--- src/rtl/async_fifo_pkg.sv ---
// Shared helpers for the async FIFO read- and write-side controllers.
// The Gray conversions work on a fixed wide vector. Callers zero-extend
// their pointer into it and truncate the result, so one function body
// serves any pointer width up to PTR_W_MAX.
package async_fifo_pkg;

  localparam int unsigned PTR_W_MAX = 32;

  typedef logic [PTR_W_MAX-1:0] ptr_t;

  // Pointer width including the wrap bit, for a power-of-two DEPTH
  function automatic int unsigned ptr_width(input int unsigned depth);
    return $clog2(depth) + 1;
  endfunction

  function automatic ptr_t bin2gray(input ptr_t b);
    return b ^ (b >> 1);
  endfunction

  // Each binary bit is the XOR of all Gray bits at or above it
  function automatic ptr_t gray2bin(input ptr_t g);
    ptr_t b;
    b = g;
    for (int unsigned i = 1; i < PTR_W_MAX; i++) begin
      b = b ^ (g >> i);
    end
    return b;
  endfunction

endpackage

--- src/rtl/async_fifo_sync_2ff.sv ---
// Two-flop synchronizer for a Gray-coded pointer crossing clock domains.
// Shared by the read-side and write-side FIFO controllers.
module async_fifo_sync_2ff #(
  parameter int unsigned WIDTH = 1
) (
  input  logic             clk,
  input  logic             sync_rst,
  input  logic [WIDTH-1:0] d,
  output logic [WIDTH-1:0] q
);

  logic [WIDTH-1:0] s1;

  // First flop catches the asynchronous input, second one settles it
  always_ff @(posedge clk) begin
    if (!sync_rst) begin
      s1 <= '0;
      q  <= '0;
    end else begin
      s1 <= d;
      q  <= s1;
    end
  end

endmodule

--- src/rtl/async_fifo_rd_ctrl.sv ---
// Async FIFO read-domain controller: read pointer, empty flag, read
// valid and underflow pulse, plus the Gray read pointer for the write
// domain. Optional macro ASYNC_FIFO_RD_LEVEL_EN adds a registered,
// conservative occupancy output rd_level.
module async_fifo_rd_ctrl
  import async_fifo_pkg::*;
#(
  parameter  int unsigned DEPTH = 16,
  localparam int unsigned PTR_W = async_fifo_pkg::ptr_width(DEPTH)
) (
  input  logic             read_clk,
  input  logic             sync_rst,
  input  logic             read_en,
  input  logic [PTR_W-1:0] wptr_gray_in,
  output logic [PTR_W-1:0] raddr,
  output logic [PTR_W-1:0] rptr_gray,
  output logic             empty,
  output logic             rd_valid,
`ifdef ASYNC_FIFO_RD_LEVEL_EN
  output logic [PTR_W-1:0] rd_level,
`endif
  output logic             underflow
);

  if (DEPTH < 2 || (DEPTH & (DEPTH - 1)) != 0) begin : g_bad_depth
    $error("async_fifo_rd_ctrl: DEPTH must be a power of two and >= 2");
  end

  logic [PTR_W-1:0] wptr_gray_sync;
  logic [PTR_W-1:0] rbin;
  logic [PTR_W-1:0] rbin_next;
  logic [PTR_W-1:0] rgray_next;
  logic             rd_fire;

  async_fifo_sync_2ff #(
    .WIDTH(PTR_W)
  ) u_wptr_sync (
    .clk      (read_clk),
    .sync_rst (sync_rst),
    .d        (wptr_gray_in),
    .q        (wptr_gray_sync)
  );

  // Next read pointer; the binary counter wraps naturally at 2^PTR_W
  always_comb begin
    rd_fire    = read_en & ~empty;
    rbin_next  = rbin + PTR_W'(rd_fire);
    rgray_next = PTR_W'(bin2gray(ptr_t'(rbin_next)));
  end

  // Memory index drops the wrap bit so it stays within DEPTH
  assign raddr = {1'b0, rbin[PTR_W-2:0]};

  // Pointer, flag and pulse registers; empty uses the post-read pointer
  always_ff @(posedge read_clk) begin
    if (!sync_rst) begin
      rbin      <= '0;
      rptr_gray <= '0;
      empty     <= 1'b1;
      rd_valid  <= 1'b0;
      underflow <= 1'b0;
    end else begin
      rbin      <= rbin_next;
      rptr_gray <= rgray_next;
      empty     <= (rgray_next == wptr_gray_sync);
      rd_valid  <= rd_fire;
      underflow <= read_en & empty;
    end
  end

`ifdef ASYNC_FIFO_RD_LEVEL_EN
  logic [PTR_W-1:0] wbin_sync;

  // Synchronized write count in binary for the occupancy subtraction
  always_comb begin
    wbin_sync = PTR_W'(gray2bin(ptr_t'(wptr_gray_sync)));
  end

  // Occupancy lags writes by the synchronizer, so it never overstates
  always_ff @(posedge read_clk) begin
    if (!sync_rst) begin
      rd_level <= '0;
    end else begin
      rd_level <= wbin_sync - rbin_next;
    end
  end
`endif

endmodule

--- config.mk ---
export PLATFORM = sky130hd
export DESIGN_NAME = async_fifo_rd_ctrl
export DESIGN_NICKNAME = d
export VERILOG_FILES = /design/src/rtl/async_fifo_pkg.sv /design/src/rtl/async_fifo_sync_2ff.sv /design/src/rtl/async_fifo_rd_ctrl.sv
export SDC_FILE = /design/constraint.sdc
export NUM_CORES = 1
export LEC_CHECK = 0
export ABC_AREA = 1
export CAP_MARGIN = 20
export CORE_UTILIZATION = 51
export DETAILED_ROUTE_END_ITERATION = 6
export GPL_TIMING_DRIVEN = 0
export HOLD_SLACK_MARGIN = 0.08
export PLACE_DENSITY = 0.81
export SYNTH_ARGS = -nofsm -noshare
export SYNTH_HDL_FRONTEND = slang
export SYNTH_SLANG_ARGS = --single-unit
--- constraint.sdc ---
create_clock -name read_clk -period 4.75 [get_ports read_clk]
set_input_delay 0.475 -clock read_clk [delete_from_list [all_inputs] [get_ports read_clk]]
set_output_delay 0.475 -clock read_clk [all_outputs]
set_load 0.01 [all_outputs]
==> run metrics, run 1 <==
final count of hold timing violations 0; simple-gate share of the synthesized area around a third; cell accounting for the most synthesized area sky130_fd_sc_hd__dfxtp_1; Vert. Die Dim 44.3 um; Distinct cells, synth 17; cts repair resizes 0; Power per Cell Area about 280 nW/um2; ANT nets after route 0; worst hold-check slack roughly 0.42 ns; Synth Net Count between 100 and 150; overflow left after global routing 0; Routed Wire Length around 1600 um; number of max-capacitance violations reported 0; wire length of the first global-routing pass 2700 um; pin count of the biggest net entering global routing 12; top-level I/O count 21; final clock period utilization by the worst path 44.7%; dominant combinational cell family by area after synthesis simple AND/OR/NAND/NOR gates; post-synthesis xor/xnor area fraction 0%; setup violation total in the final timing report 0; area share of the largest cell type after synthesis ~48%; crit path max fanout 5; Root Driver sky130_fd_sc_hd__clkbuf_4; part of the Yosys area used for sequential elements 48.2%; shortest period the worst path allows about 2.1 ns; relative area change from synthesis to final layout 26.6%; IR drop worst, VDD 214 uV; clk buf depth 2; vias in the first global route 693; number of clock sinks 22; number of search-and-repair iterations in the first detailed-routing pass 4; DIE AREA 1960 um2; total chip power 0.327 mW; outcome finished clean; Via Count 800; post-route setup TNS 0 ns; min-delay worst type reg -> reg; number of antenna violations at the first check in global routing 0; initial core utilization 57.3%; clock transition at the register clock pins on the worst setup and hold paths after CTS 0.11 ns; fraction of final layout cells with drive strength greater than 1 under 10%; top cells by instance count after synthesis 42 x sky130_fd_sc_hd__nand2_1, 22 x sky130_fd_sc_hd__dfxtp_1, 21 x sky130_fd_sc_hd__inv_1; Routability Congestion 0.821; Post-synth EDFFs 0; fraction of synthesis flops using an asynchronous set or reset pin 0%; buffers inserted during post-CTS setup optimization 0; port bufs 19; count of state elements after synthesis 22; TritonCTS clock tree yes; setup clock skew after layout 0.000710 ns; flop2flop setup slack 2.92 ns; yosys warns 0; Via-to-Cell Ratio 4.62; DRT iter0 DRCs 15; startpoint kind of the worst setup timing path input pin; top flip-flop cell by instance count after synthesis sky130_fd_sc_hd__dfxtp_1; share of cell area taken by muxes after synthesis 0%; deepest level of the CTS H-tree 1; synthesized instance count ~130; arrival time reported for the critical path endpoint approximately 2.4 ns; number of nets in the layout between 150 and 200; hold buffer count at CTS 0; type of the setup path with the least slack in -> reg; DRC Markers 0; share of synthesized cell area in full adder, half adder and majority cells about 2.7%; Crit path required time 5.00 ns; standard cell core area 1590 um2; nature of the critical path endpoint register; number of rows created at floorplan 14; number of buffers created by CTS 3; setup repair after global routing missed its margin no; Cell Area, Synth 913 um2; detail-routed net length per standard cell ~9.3 um; floorplan die width around 44 um; Leak Pwr just under 0.6 nW; fraction of the core area covered by cells at the end of the flow 72.5%; HPWL after detailed placement 1240 um; max-slew violations 0; share of the synthesized area in compound gates (AO/OA/AOI/OAI) 2.19%; ANT cells 0; Global Route Usage Sum 18.7%; clock latency of the later-clocked register in the worst-skew pair around 0.3 ns; maximum clock frequency 470 MHz; average cell area after synthesis 7.19 um2; leading post-synthesis cells by cell area sky130_fd_sc_hd__dfxtp_1 48%, sky130_fd_sc_hd__nand2_1 17%, sky130_fd_sc_hd__inv_1 8.6%; leading cell type by number of instances after synthesis sky130_fd_sc_hd__nand2_1
worst max-delay path: stages:
cell                              delay [ns]
sky130_fd_sc_hd__clkdlybuf4s50_1        0.47
sky130_fd_sc_hd__inv_1                  0.06
sky130_fd_sc_hd__nor2_1                 0.10
sky130_fd_sc_hd__ha_1                   0.24
sky130_fd_sc_hd__ha_1                   0.32
sky130_fd_sc_hd__inv_1                  0.12
sky130_fd_sc_hd__nand2_1                0.09
sky130_fd_sc_hd__nand2_1                0.07
sky130_fd_sc_hd__nand2_1                0.05
sky130_fd_sc_hd__nand2_1                0.06
sky130_fd_sc_hd__nand3_1                0.07
sky130_fd_sc_hd__nor2_1                 0.10
sky130_fd_sc_hd__nand3_1                0.10
sky130_fd_sc_hd__nand2_1                0.06
where the power goes:
part           internal (mW)  switching, mW  total (mW)
Combinational         0.0248         0.0231      0.0479
Sequential             0.194        0.00436       0.198
Clock                 0.0296         0.0515      0.0811
Total                  0.248         0.0790       0.327
through the flow:
stage | std cells | cell area (um2) | worst slack, ns
floorplan | 127 | 913 | 3.00
global placement | 170 | 1130 | 2.35
detailed placement | 170 | 1130 | 2.31
CTS | 173 | 1160 | 2.61
global route | 173 | 1160 | 2.46
finish | 173 | 1160 | 2.62
path summary, 6_finish.rpt:
path / startpoint / to / cells past startpoint
min: u_wptr_sync.s1[2]$_SDFF_PN0_ / u_wptr_sync.q[2]$_SDFF_PN0_ / 2
max: read_en / empty$_SDFF_PN1_ / 14
max reg2reg: empty$_SDFF_PN1_ / empty$_SDFF_PN1_ / 12
min reg2reg: u_wptr_sync.s1[2]$_SDFF_PN0_ / u_wptr_sync.q[2]$_SDFF_PN0_ / 2
cell usage in the layout (no fill, tap or decap), drive strengths merged:
cell	n
nand3	13
nor3	1
ha	2
inv	22
buf	2
nand2	46
nand4	4
conb	1
clkbuf	4
a21oi	4
nor2	6
dfxtp	22
clkinv	1
clkdlybuf4s50	19
nand3b	2
per-layer routing:
metal | wire length, um | GRT usage, % | up-vias
li1 | - | - | 431
met1 | 758 | 23.8 | 343
met2 | 754 | 30.9 | 22
met3 | 55 | 2.45 | 4
met4 | 38 | 9.70 | 0
met5 | 0 | 0 | -
registers in the layout (all words and copies together), names as in the netlist:
| name | count |
|---|---|
| rptr_gray | 5 |
| u_wptr_sync.q | 5 |
| u_wptr_sync.s1 | 5 |
| rbin | 4 |
| empty | 1 |
| rd_valid | 1 |
| underflow | 1 |
cells by family after synthesis:
kind of cell | Yosys count
AND/OR/NAND/NOR | 72
buffers and inverters | 26
flip-flops | 22
AO/OA/AOI/OAI | 4
adder cells (fa/ha/maj) | 2
other | 1
layout make-up:
cell class | count | area (um2)
multi-input cells | 79 | 364
clock buffers | 3 | 22.5
well taps | 24 | 30.0
flip-flops and latches | 22 | 440
inverters | 23 | 86.3
repair buffers | 19 | 190
plain buffers | 3 | 22.5
fillers | 121 | 438
Note: power is estimated with default switching activity, not from simulation.
==> inputs of run 2 (changes only) <==
--- a/config.mk
+++ b/config.mk
@@ -7,11 +7,11 @@
 export LEC_CHECK = 0
 export ABC_AREA = 1
 export CAP_MARGIN = 20
-export CORE_UTILIZATION = 51
+export CORE_UTILIZATION = 43
 export DETAILED_ROUTE_END_ITERATION = 6
 export GPL_TIMING_DRIVEN = 0
 export HOLD_SLACK_MARGIN = 0.08
-export PLACE_DENSITY = 0.81
+export PLACE_DENSITY = 0.73
 export SYNTH_ARGS = -nofsm -noshare
 export SYNTH_HDL_FRONTEND = slang
 export SYNTH_SLANG_ARGS = --single-unit
==> constraint.sdc (replaced) <==
create_clock -name read_clk -period 1.8 [get_ports read_clk]
set_input_delay 0.18 -clock read_clk [delete_from_list [all_inputs] [get_ports read_clk]]
set_output_delay 0.18 -clock read_clk [all_outputs]
set_load 0.01 [all_outputs]
==> run metrics, run 2 (synthesis results as in run 1) <==
outcome finished clean; fraction of final layout cells with drive strength greater than 1 11.8%; DIE AREA 2310 um2; number of buffers created by CTS 3; shortest period the worst path allows 1.69 ns; Power per Cell Area 767 nW/um2; IR drop worst, VDD 572 uV; Leak Pwr around 0.6 nW; most common cell after layout, fill and taps aside sky130_fd_sc_hd__nand2_1; registers with the most flip-flops rptr_gray x5, u_wptr_sync.q x5, u_wptr_sync.s1 x5; Crit path required time 2.05 ns; min-delay worst type in -> reg; DRC Markers 0; setup clock skew after layout 0.00126 ns; max-slew violations 0; startpoint kind of the worst setup timing path input pin; number of search-and-repair iterations in the first detailed-routing pass 4; arrival time reported for the critical path endpoint just under 2 ns; clock transition at the register clock pins on the worst setup and hold paths after CTS 0.12 ns; wire length of the first global-routing pass 2460 um; ANT nets after route 0; number of nets in the layout 163; ANT cells 0; maximum clock frequency slightly below 600 MHz; number of max-capacitance violations reported 0; number of cells in the design after placement roughly 170; number of rows created at floorplan 16; nature of the critical path endpoint register; port bufs 19; clk buf depth 2; total chip power slightly above 0.9 mW; Finished Cell Area 1210 um2; worst hold-check slack 0.390 ns; standard cell core area 1980 um2; type of the setup path with the least slack in -> reg; overflow left after global routing 0; setup violation total in the final timing report 0; relative area change from synthesis to final layout 32.3%; Routability Congestion 0.843; number of antenna violations at the first check in global routing 0; HPWL after detailed placement around 1200 um; final clock period utilization by the worst path a little over nine tenths; crit path max fanout 6; Vert. Die Dim between 40 and 50 um; placement-stage worst setup slack -0.383 ns; fraction of the core area covered by cells at the end of the flow 61.0%; count of filler cells inserted in the layout 187; DRT iter0 DRCs 23; vias in the first global route about 660; Via Count 801; detail-routed net length per standard cell 9.11 um; placed inst area 1140 um2; pin count of the biggest net entering global routing 13; deepest level of the CTS H-tree 1; Routed Wire Length 1630 um; final count of hold timing violations 0; hold buffer count at CTS 0; TritonCTS clock tree yes; initial core utilization 46.1%; top-level I/O count 21; number of clock sinks 22; Root Driver sky130_fd_sc_hd__clkbuf_4; Global Route Usage Sum 15.4%; clock latency of the later-clocked register in the worst-skew pair 0.30 ns; post-route setup TNS 0 ns; final std cells w/o fill ~180; Via-to-Cell Ratio approximately 4.5; floorplan die width between 40 and 50 um; minimum setup slack in the final design 0.109 ns; commonest non-fill, non-tap cells in the layout 41 x sky130_fd_sc_hd__nand2_1, 22 x sky130_fd_sc_hd__dfxtp_1, 20 x sky130_fd_sc_hd__inv_1
run 2: area by class of cell:
type / count / area, um2 / area share [%]
multi-input combinational: 79 / 384 / 31.8
timing repair buffer: 21 / 205 / 17.0
inverter: 23 / 86.3 / 7.14
clock buffer: 4 / 36.3 / 3.00
buffer: 3 / 22.5 / 1.86
tap: 27 / 33.8 / 2.80
sequential: 22 / 440 / 36.4
run 2: critical path, stage by stage:
cell and delay (ns):
sky130_fd_sc_hd__clkdlybuf4s50_1 0.49, sky130_fd_sc_hd__inv_1 0.07, sky130_fd_sc_hd__nor2_2 0.10, sky130_fd_sc_hd__ha_2 0.23, sky130_fd_sc_hd__ha_4 0.17, sky130_fd_sc_hd__nand3_1 0.10
sky130_fd_sc_hd__nand2_1 0.10, sky130_fd_sc_hd__nand2_1 0.10, sky130_fd_sc_hd__nand2_1 0.08, sky130_fd_sc_hd__nand3_1 0.06, sky130_fd_sc_hd__nor2_1 0.11, sky130_fd_sc_hd__nand3_1 0.10
sky130_fd_sc_hd__nand2_1 0.06
run 2: repair_timing:
| action | CTS | global route |
|---|---|---|
| buffers inserted | 0 | 2 |
| pin swaps | 0 | 2 |
| gates resized for setup | 2 | 3 |
| endpoints found under the setup margin | 1 | 1 |
| hold endpoints to repair | 0 | 0 |
run 2: power breakdown:
group	internal (mW)	total, mW	switching (mW)
Combinational	0.0716	0.134	0.0628
Clock	0.123	0.270	0.147
Sequential	0.512	0.523	0.0117
Total	0.707	0.928	0.221
run 2: final timing paths:
kind	from	to	slack (ns)	depth (start not counted)
worst max-delay path	read_en	empty$_SDFF_PN1_	0.11	13
worst min-delay path	wptr_gray_in[2]	u_wptr_sync.s1[2]$_SDFF_PN0_	0.39	3
worst max register to register	empty$_SDFF_PN1_	empty$_SDFF_PN1_	0.16	11
worst min register to register	u_wptr_sync.s1[1]$_SDFF_PN0_	u_wptr_sync.q[1]$_SDFF_PN0_	0.42	2
run 2: per-layer routing:
layer  up-vias  global-route usage, %  share of wire (%)
met3         2                   4.44                3.3
met4         0                   5.00               0.55
met1       343                   17.4                 45
met2        15                   27.6                 51
li1        441                      -                  -
met5         -                      0                  0
